File: src/rtl/ysyx_24100029_gshare_bpu.sv
// Gshare branch predictor: speculative GHR + 2-bit PHT, tagged direct-mapped BTB, optional RAS.
// Define YSYX_24100029_RAS_EN to build the return address stack; otherwise ret hits use the BTB target.
module ysyx_24100029_gshare_bpu #(
    parameter int GHR_W     = 4,
    parameter int PHT_IDX_W = 6,
    parameter int BTB_IDX_W = 3,
    parameter int RAS_DEPTH = 4
) (
    input  logic              clock,
    input  logic              reset,
    input  logic [31:0]       pc,
    input  logic              fetch_valid,
    output logic [31:0]       npc,
    output logic              pred_taken,
    output logic [GHR_W-1:0]  pred_ghr,
    input  logic              br_valid,
    input  logic [1:0]        br_type,
    input  logic              br_is_taken,
    input  logic [31:0]       br_pc,
    input  logic [31:0]       br_npc,
    input  logic [GHR_W-1:0]  br_ghr,
    input  logic              br_mispredict
);
    // fetch_valid qualifies pc and br_valid qualifies every br_* field; there is no
    // backpressure, so each is consumed in the cycle it is high.
    localparam int PHT_N = 1 << PHT_IDX_W;
    localparam int BTB_N = 1 << BTB_IDX_W;
    localparam int TAG_W = 30 - BTB_IDX_W;

    typedef enum logic [1:0] {BR_COND = 2'b00, BR_JUMP = 2'b01, BR_CALL = 2'b10, BR_RET = 2'b11} br_type_e;

    typedef struct packed {
        logic             v;
        logic [TAG_W-1:0] tag;
        logic [31:0]      tgt;
        br_type_e         typ;
    } btb_entry_t;

    logic [GHR_W-1:0]     ghr_q, ghr_d;
    logic [1:0]           pht_q [PHT_N];
    logic [1:0]           pht_d [PHT_N];
    btb_entry_t           btb_q [BTB_N];
    btb_entry_t           btb_d [BTB_N];

    logic [PHT_IDX_W-1:0] pht_ridx, pht_widx;
    logic [BTB_IDX_W-1:0] btb_ridx, btb_widx;
    btb_entry_t           rd_e;
    logic                 hit;
    logic [31:0]          pc_plus4;
    logic                 ras_valid;
    logic [31:0]          ras_top;
    logic                 unused_bits;

    assign pc_plus4    = pc + 32'd4;
    assign pht_ridx    = pc[2 +: PHT_IDX_W] ^ PHT_IDX_W'(ghr_q);
    assign pht_widx    = br_pc[2 +: PHT_IDX_W] ^ PHT_IDX_W'(br_ghr);
    assign btb_ridx    = pc[2 +: BTB_IDX_W];
    assign btb_widx    = br_pc[2 +: BTB_IDX_W];
    assign rd_e        = btb_q[btb_ridx];
    assign hit         = rd_e.v && (rd_e.tag == pc[31:2+BTB_IDX_W]);
    assign pred_ghr    = ghr_q;
    assign unused_bits = ^{pc[1:0], br_pc[1:0]};

    always_comb begin
        npc        = pc_plus4;
        pred_taken = 1'b0;
        if (hit) begin
            case (rd_e.typ)
                BR_COND: begin
                    if (pht_q[pht_ridx][1]) begin
                        pred_taken = 1'b1;
                        npc        = rd_e.tgt;
                    end
                end
                BR_RET: begin
                    pred_taken = 1'b1;
                    npc        = ras_valid ? ras_top : rd_e.tgt;
                end
                default: begin
                    pred_taken = 1'b1;
                    npc        = rd_e.tgt;
                end
            endcase
        end
    end

    // Commit-side repair wins over the speculative shift from the same cycle's fetch.
    always_comb begin
        ghr_d = ghr_q;
        pht_d = pht_q;
        btb_d = btb_q;
        if (br_valid && br_mispredict) begin
            if (br_type == BR_COND) ghr_d = {br_ghr[GHR_W-2:0], br_is_taken};
            else                    ghr_d = br_ghr;
        end else if (fetch_valid && hit && rd_e.typ == BR_COND) begin
            ghr_d = {ghr_q[GHR_W-2:0], pred_taken};
        end
        if (br_valid && br_type == BR_COND) begin
            if (br_is_taken && pht_q[pht_widx] != 2'b11)
                pht_d[pht_widx] = pht_q[pht_widx] + 2'd1;
            else if (!br_is_taken && pht_q[pht_widx] != 2'b00)
                pht_d[pht_widx] = pht_q[pht_widx] - 2'd1;
        end
        if (br_valid && br_is_taken) begin
            btb_d[btb_widx].v   = 1'b1;
            btb_d[btb_widx].tag = br_pc[31:2+BTB_IDX_W];
            btb_d[btb_widx].tgt = br_npc;
            btb_d[btb_widx].typ = br_type_e'(br_type);
        end
    end

    always_ff @(posedge clock or negedge reset) begin
        if (!reset) begin
            ghr_q <= '0;
            for (int i = 0; i < PHT_N; i++) pht_q[i] <= 2'b01;
            for (int i = 0; i < BTB_N; i++) btb_q[i] <= '0;
        end else begin
            ghr_q <= ghr_d;
            pht_q <= pht_d;
            btb_q <= btb_d;
        end
    end

`ifdef YSYX_24100029_RAS_EN
    localparam int RAS_PTR_W = (RAS_DEPTH > 1) ? $clog2(RAS_DEPTH) : 1;
    localparam int RAS_CNT_W = $clog2(RAS_DEPTH + 1);

    logic [31:0]          ras_q [RAS_DEPTH];
    logic [31:0]          ras_d [RAS_DEPTH];
    logic [RAS_PTR_W-1:0] ras_ptr_q, ras_ptr_d, ras_top_idx;
    logic [RAS_CNT_W-1:0] ras_cnt_q, ras_cnt_d;
    logic                 ras_push, ras_pop;

    assign ras_top_idx = ras_ptr_q - RAS_PTR_W'(1);
    assign ras_valid   = (ras_cnt_q != '0);
    assign ras_top     = ras_q[ras_top_idx];
    assign ras_push    = fetch_valid && hit && rd_e.typ == BR_CALL;
    assign ras_pop     = fetch_valid && hit && rd_e.typ == BR_RET;

    // Circular storage: pushing when full silently drops the oldest return address.
    always_comb begin
        ras_d     = ras_q;
        ras_ptr_d = ras_ptr_q;
        ras_cnt_d = ras_cnt_q;
        if (ras_push) begin
            ras_d[ras_ptr_q] = pc_plus4;
            ras_ptr_d        = ras_ptr_q + RAS_PTR_W'(1);
            if (ras_cnt_q != RAS_CNT_W'(RAS_DEPTH)) ras_cnt_d = ras_cnt_q + RAS_CNT_W'(1);
        end else if (ras_pop && ras_valid) begin
            ras_ptr_d = ras_top_idx;
            ras_cnt_d = ras_cnt_q - RAS_CNT_W'(1);
        end
    end

    always_ff @(posedge clock or negedge reset) begin
        if (!reset) begin
            for (int i = 0; i < RAS_DEPTH; i++) ras_q[i] <= '0;
            ras_ptr_q <= '0;
            ras_cnt_q <= '0;
        end else begin
            ras_q     <= ras_d;
            ras_ptr_q <= ras_ptr_d;
            ras_cnt_q <= ras_cnt_d;
        end
    end
`else
    logic unused_ras;
    assign unused_ras = (RAS_DEPTH > 0);
    assign ras_valid  = 1'b0;
    assign ras_top    = '0;
`endif

endmodule

File: config.mk
export PLATFORM = sky130hd
export DESIGN_NAME = ysyx_24100029_gshare_bpu
export DESIGN_NICKNAME = d
export VERILOG_FILES = /design/src/rtl/ysyx_24100029_gshare_bpu.sv
export SDC_FILE = /design/constraint.sdc
export NUM_CORES = 1
export LEC_CHECK = 0
export CAP_MARGIN = 20
export CORE_MARGIN = 2
export CORE_UTILIZATION = 30
export DETAILED_ROUTE_END_ITERATION = 8
export GPL_ROUTABILITY_DRIVEN = 0
export PLACE_DENSITY = 0.45
export SYNTH_ARGS = -nofsm -noshare
export SYNTH_HDL_FRONTEND = slang
export SYNTH_SLANG_ARGS = --single-unit
File: constraint.sdc
create_clock -name clock -period 6.62 [get_ports clock]
set_clock_uncertainty 0.1 [all_clocks]
set_input_delay 1.324 -clock clock [delete_from_list [all_inputs] [get_ports clock]]
set_output_delay 1.324 -clock clock [all_outputs]
set_load 0.03 [all_outputs]
After elaboration in Yosys (flattened, before gate mapping). Cells that the tools add are included.

Output and inout port bits: 37. Word-level logic and storage cells: 167. Input port bits: 108. Register bits after elaboration: 628.

Muxes and demuxes: 36. $add $sub $neg: 3. Reduce and logical (&&, ||, !) cells: 17. Equality and inequality tests: 2. Bitwise gates (word level): 6. Magnitude comparators: 6.

Operators by type and width (number): bitwise mux 496 bit (4); demux 62 bit (select 3 bit) (4); bitwise mux 128 bit (2); 2-to-1 mux 128 bit (2); binary-select mux 62 bit (select 3 bit) (1); 2-to-1 mux 62 bit (3); 2-to-1 mux 32 bit (3); 2-to-1 mux 61 bit (1); 2-to-1 mux 34 bit (1); adder 32 x 3 -> 32 bit, second input constant (1); equality test 27 bit (1); binary-select mux 2 bit (select 6 bit) (2); >= comparator 7 bit, second input constant (2); NOT 6 -> 7 bit (2); demux 2 bit (select 6 bit) (1); 2-to-1 mux 2 bit (6); 2-to-1 mux 4 bit (3); XOR 6 x 4 -> 6 bit (2); logical AND 1 bit (10); >= comparator 4 bit, second input constant (2); NOT 3 -> 4 bit (2); less-than comparator 7 x 1 -> 1 bit, second input constant (1); nonzero test 2 bit (3); logical NOT 2 bit (2); other kinds (7) (9).

Logic depth before layout (Yosys ltp).
Word-level depth: 10. Mapped depth: 21. Mapped depth without buffers: 18.

Least setup slack after synthesis. OpenSTA, ideal clock, no wires.

Kind: input-to-output. From: in pc[2]. To: out npc[0]. Slack: 0.846 ns. Path buffers: 4. Data required time: 5.196 ns. Data arrival time: 4.350 ns. Cell stages on the path: 12. Path through: buf_6 > buf_6 > buf_6 > mux4_2 > mux2i_1 > xnor2_1 > a2111oi_2 > nand4b_1 > nor4_4 > nand2_2 > buf_2 > o21ai_0.

Longest elaborated chain between the ends: 8. Elaborated cells between the ends (all ways): 15. Those cells by class: eq/ne: 1; mux: 9; bitwise: 3; reduce/logical: 2.

RTL lines: start, declared (RTL line 11) `input logic [31:0] pc,`; XOR 6 x 4 -> 6 bit (RTL line 55) `assign pht_ridx = pc[2 +: PHT_IDX_W] ^ PHT_IDX_W'(ghr_q);`; NOT 6 -> 7 bit (implied by the code) (RTL line 70) `if (pht_q[pht_ridx][1]) begin`; binary-select mux 2 bit (select 6 bit) (RTL line 70); 2-to-1 mux 2 bit (implied by the code) (2 in series) (RTL line 70); 2-to-1 mux 32 bit (RTL line 70); 2-to-1 mux 32 bit (RTL line 68) `case (rd_e.typ)`; 2-to-1 mux 32 bit (*) (RTL line 67) `if (hit) begin`; end, declared (RTL line 13) `output logic [31:0] npc,`.

Every way passes the cells marked *; elsewhere a longest branch is shown, timed or not. The select of a mux whose other input is x is not followed.

Worst setup path after layout.
From: in pc[2]. To: out npc[16].

The elaborated chain is that of the path after synthesis.

==> metrics.md <==
| Metric | Value |
|---|---|
| TNS Setup | 0 ns |
| Core ar. | 0.0986 mm2 |
| Worst-path clk slew | 0.06 ns |
| Share of layout cells above drive strength 1 | 46.2% |
| Synth area leaders | dfrtp_1, mux2_2, mux4_2 |
| Fin cells | 3684 |
| Synth async-reset ratio | 100% |
| Chip width | 320 um |
| CP Data Required Time | 5.20 ns |
| Min-delay src | btb_q[61]$_DFFE_PN0P_ |
| Area Overhead vs Synth | 21.3% |
| Hold Vio Cnt, Final | 0 |
| Routed len/inst | 23.9 um |
| Unique masters post-synth | 58 |
| Yosys warns | 0 |
| CP Max Fanout | 20 |
| Worst skew pair latency | 0.63 ns |
| Post-synth EDFFs | 0 |
| Max incr delay on CP | 0.73 ns |
| Worst Hold End | btb_q[61]$_DFFE_PN0P_ |
| Final Setup Violations | 0 |
| Ys flop type | dfrtp_1 |
| WP buf/inv | 3 |
| Chip height | 320 um |
| Grt total ovfl | 0 |
| #FFs+latches synth | 628 |
| Part of the Yosys area used for sequential elements | 52.8% |
| Remaining DRCs | 0 |
| Sink Count | 628 |
| Leakage | 15.2 nW |
| CTS buffer count | 77 |
| Avg Cell Area, Syn | 14.1 um2 |
| Nets | 2443 |
| Area share of the leading cell type in the synthesized netlist | 47.2% |
| Crit start category | input port |
| Commonest cells post-synth | mux2_2, dfrtp_1, mux4_2 |
| Cell count of the worst reg-to-reg path | 15 |
| Crit share post-route | 95.9% |
| Yosys top cell by area | dfrtp_1 |
| Global-route wire length before repair | 135 mm |
| Pin count of the biggest net entering global routing | 121 |
| Rel. slew slack | 27.6% |
| Largest family of logic cells by synthesized area | multiplexers |
| Starting DRT DRC Count | 1162 |
| XOR/XNOR share of the synthesized area | 1.99% |
| Drt via density | 5.20 |
| Synthesized net count | 2233 |
| RSZ-0062 raised after global routing | false |
| DIE AREA | 0.102 mm2 |
| Post-Synth Adder-Cell Area | 0.125% |
| Crit-path cells | buf_8 -> buf_4 -> mux4_2 -> mux2i_2 -> xnor2_1 -> a2111oi_2 -> nand4b_1 -> nor4_4 -> nand2_2 -> a21oi_1 -> clkdlybuf4s50_1 |
| Post-CTS setup buffers | 0 |
| Worst-Margin Slew | 1.08 ns |
| Max_cap viols | 0 |
| CTS resizes | 0 |
| Worst Path Arrival | 4.93 ns |
| Root Driver | clkbuf_16 |
| Most frequent cell after synthesis | mux2_2 |
| Mux contribution to synthesized area | 33.8% |
| Boundary pin count | 145 |
| Vias post-DR | 19156 |
| HPWL after detailed placement | 56.7 mm |
| CTS hold repair buffers | 0 |
| R2R Path Start | pht_q[25]$_DFFE_PN0P_ |
| Initial antenna violation count | 11 |
| Fill cell count | 9330 |
| Max Slew Vio Count | 0 |
| Peak supply drop | 0.205 mV |
| Critical path's slowest cell | clkdlybuf4s50_1 |
| Antenna viol nets, final | 0 |
| Global-route usage over all layers | 17.4% |
| Syn Std Cell Area | 0.0299 mm2 |
| Compound-cell area share of the yosys netlist | 4.25% |
| Starting density of the core | 30.4% |
| Worst Hold Class | flop to flop |
| Worst path top cell family by delay | buffers and inverters |
| Area share of and/or/nand/nor cells after synthesis | 4.96% |
| Crit path capture type | output pin |
| Final min period | 6.35 ns |
| Max clock buf depth | 3 |
| H-tree Lvls | 3 |
| R2R Setup Slk | 2.72 ns |
| DRT Pass-1 Iters | 5 |
| PwrDens | 321 mW/mm2 |
| IO buf count | 142 |
| Post-Synthesis Cells | 2122 |
| WHS Path Cells | 1 |
| Vias in the first global route | 20917 |
| Critical path class | input port to output pin |
| CTS tree | yes |
| Max Fclk | 0.157 GHz |
| Dpl cells | 3540 |
| RR Endpoint | pht_q[109]$_DFFE_PN0P_ |
| Status | completed |
| Num rows | 115 |
| Drt total wl | 88.1 mm |
==> kinds of logic after synthesis <==
group | after synthesis
AO/OA/AOI/OAI | 195
XOR/XNOR | 67
adder cells (fa/ha/maj) | 3
buffers and inverters | 148
flip-flops | 628
multiplexers | 781
AND/OR/NAND/NOR | 300
==> final cells by class <==
type	count	area (um2)	area share [%]
flip-flops and latches	628	15800	43.5
clock buffers	108	2230	6.13
diodes	1	2.50	0.00689
clock inverters	35	478	1.32
repair buffers	271	2590	7.12
inverters	8	30.0	0.0827
well taps	1287	1610	4.44
multi-input cells	1346	13600	37.4
==> per-stage QoR <==
stage	instance area, um2	total power (W)	hold WS [ns]	util (%)	setup WS (ns)
finish	36300	0.0117	0.367	36.8	0.270
global route	36300	0.0122	0.384	36.8	0.0333
CTS	36300	0.0118	0.365	36.8	0.00236
detailed placement	33600	0.00731	0.351	34.1	0.0247
global placement	33600	0.00720	0.345	34.1	0.0631
floorplan	29900	0.00644	0.329	-	0.846
==> worst register-to-register path, delay by kind of cell, from the launching register on <==
kind                     cells  cell delay [ns]
AO/OA/AOI/OAI                6             1.14
AND/OR/NAND/NOR              5             0.93
multiplexers                 2             0.86
flip-flops                   1             0.40
adder cells (fa/ha/maj)      1             0.19
buffers and inverters        1             0.15
==> sequential cells by signal, indices dropped and copies added (netlist names) <==
register / count
btb_q: 496
pht_q: 128
pred_ghr: 4
==> power breakdown <==
group	switching [W]	leakage (nW)	internal, W
logic	0.000987	6.18	0.00122
clock network	0.00173	1.33	0.00271
registers	0.000383	7.66	0.00463
total	0.00310	15.2	0.00856
==> routing by layer <==
layer  wire length, um  share of wire (%)  vias up  global-route usage [%]
met2             40600                 46      448                    27.4
met3              4870                5.5      126                    3.62
met1             40700                 46    10233                    24.3
met4              1940                2.2       14                    4.82
li1                  -                  -     8335                       -
met5                83              0.094        -                       0
==> how the worst max path moves through the flow <==
stage | from | to | slack (ns) | depth (start not counted)
finish | pc[2] | npc[16] | 0.27 | 11
global route | pc[2] | npc[28] | 0.03 | 15
CTS | pc[2] | npc[27] | 0.002 | 14
detailed placement | pc[2] | npc[27] | 0.02 | 14
global placement | pc[2] | npc[27] | 0.06 | 14
floorplan | pc[2] | npc[0] | 0.85 | 12
==> placed cells by master, fill, tap and decap left out, types with 4 or more instances in the layout <==
cell type,synthesis,layout
mux2_2,600,600
dfrtp_1,564,564
buf_4,4,138
mux4_2,124,124
nor2_1,117,111
clkdlybuf4s50_1,0,106
clkbuf_16,0,79
o22ai_1,64,64
dfstp_2,64,64
mux2i_1,57,56
nand2_1,42,42
xnor2_1,41,40
a21oi_1,40,40
a211oi_1,32,31
and2_1,31,31
nand3_1,29,29
xor2_1,25,25
buf_12,0,21
a31oi_1,18,18
clkinv_2,0,18
clkbuf_1,99,15
clkbuf_8,0,14
nor4_1,12,12
nor3_1,11,11
nor2b_1,10,10
o21ai_0,10,10
or4_1,9,9
bufinv_16,0,9
or2_2,8,8
inv_1,8,7
nand4_1,7,7
a22oi_1,6,6
nor2_4,0,6
nand2b_1,5,5
and4_1,4,4
Note: power is estimated with default switching activity, not from simulation.
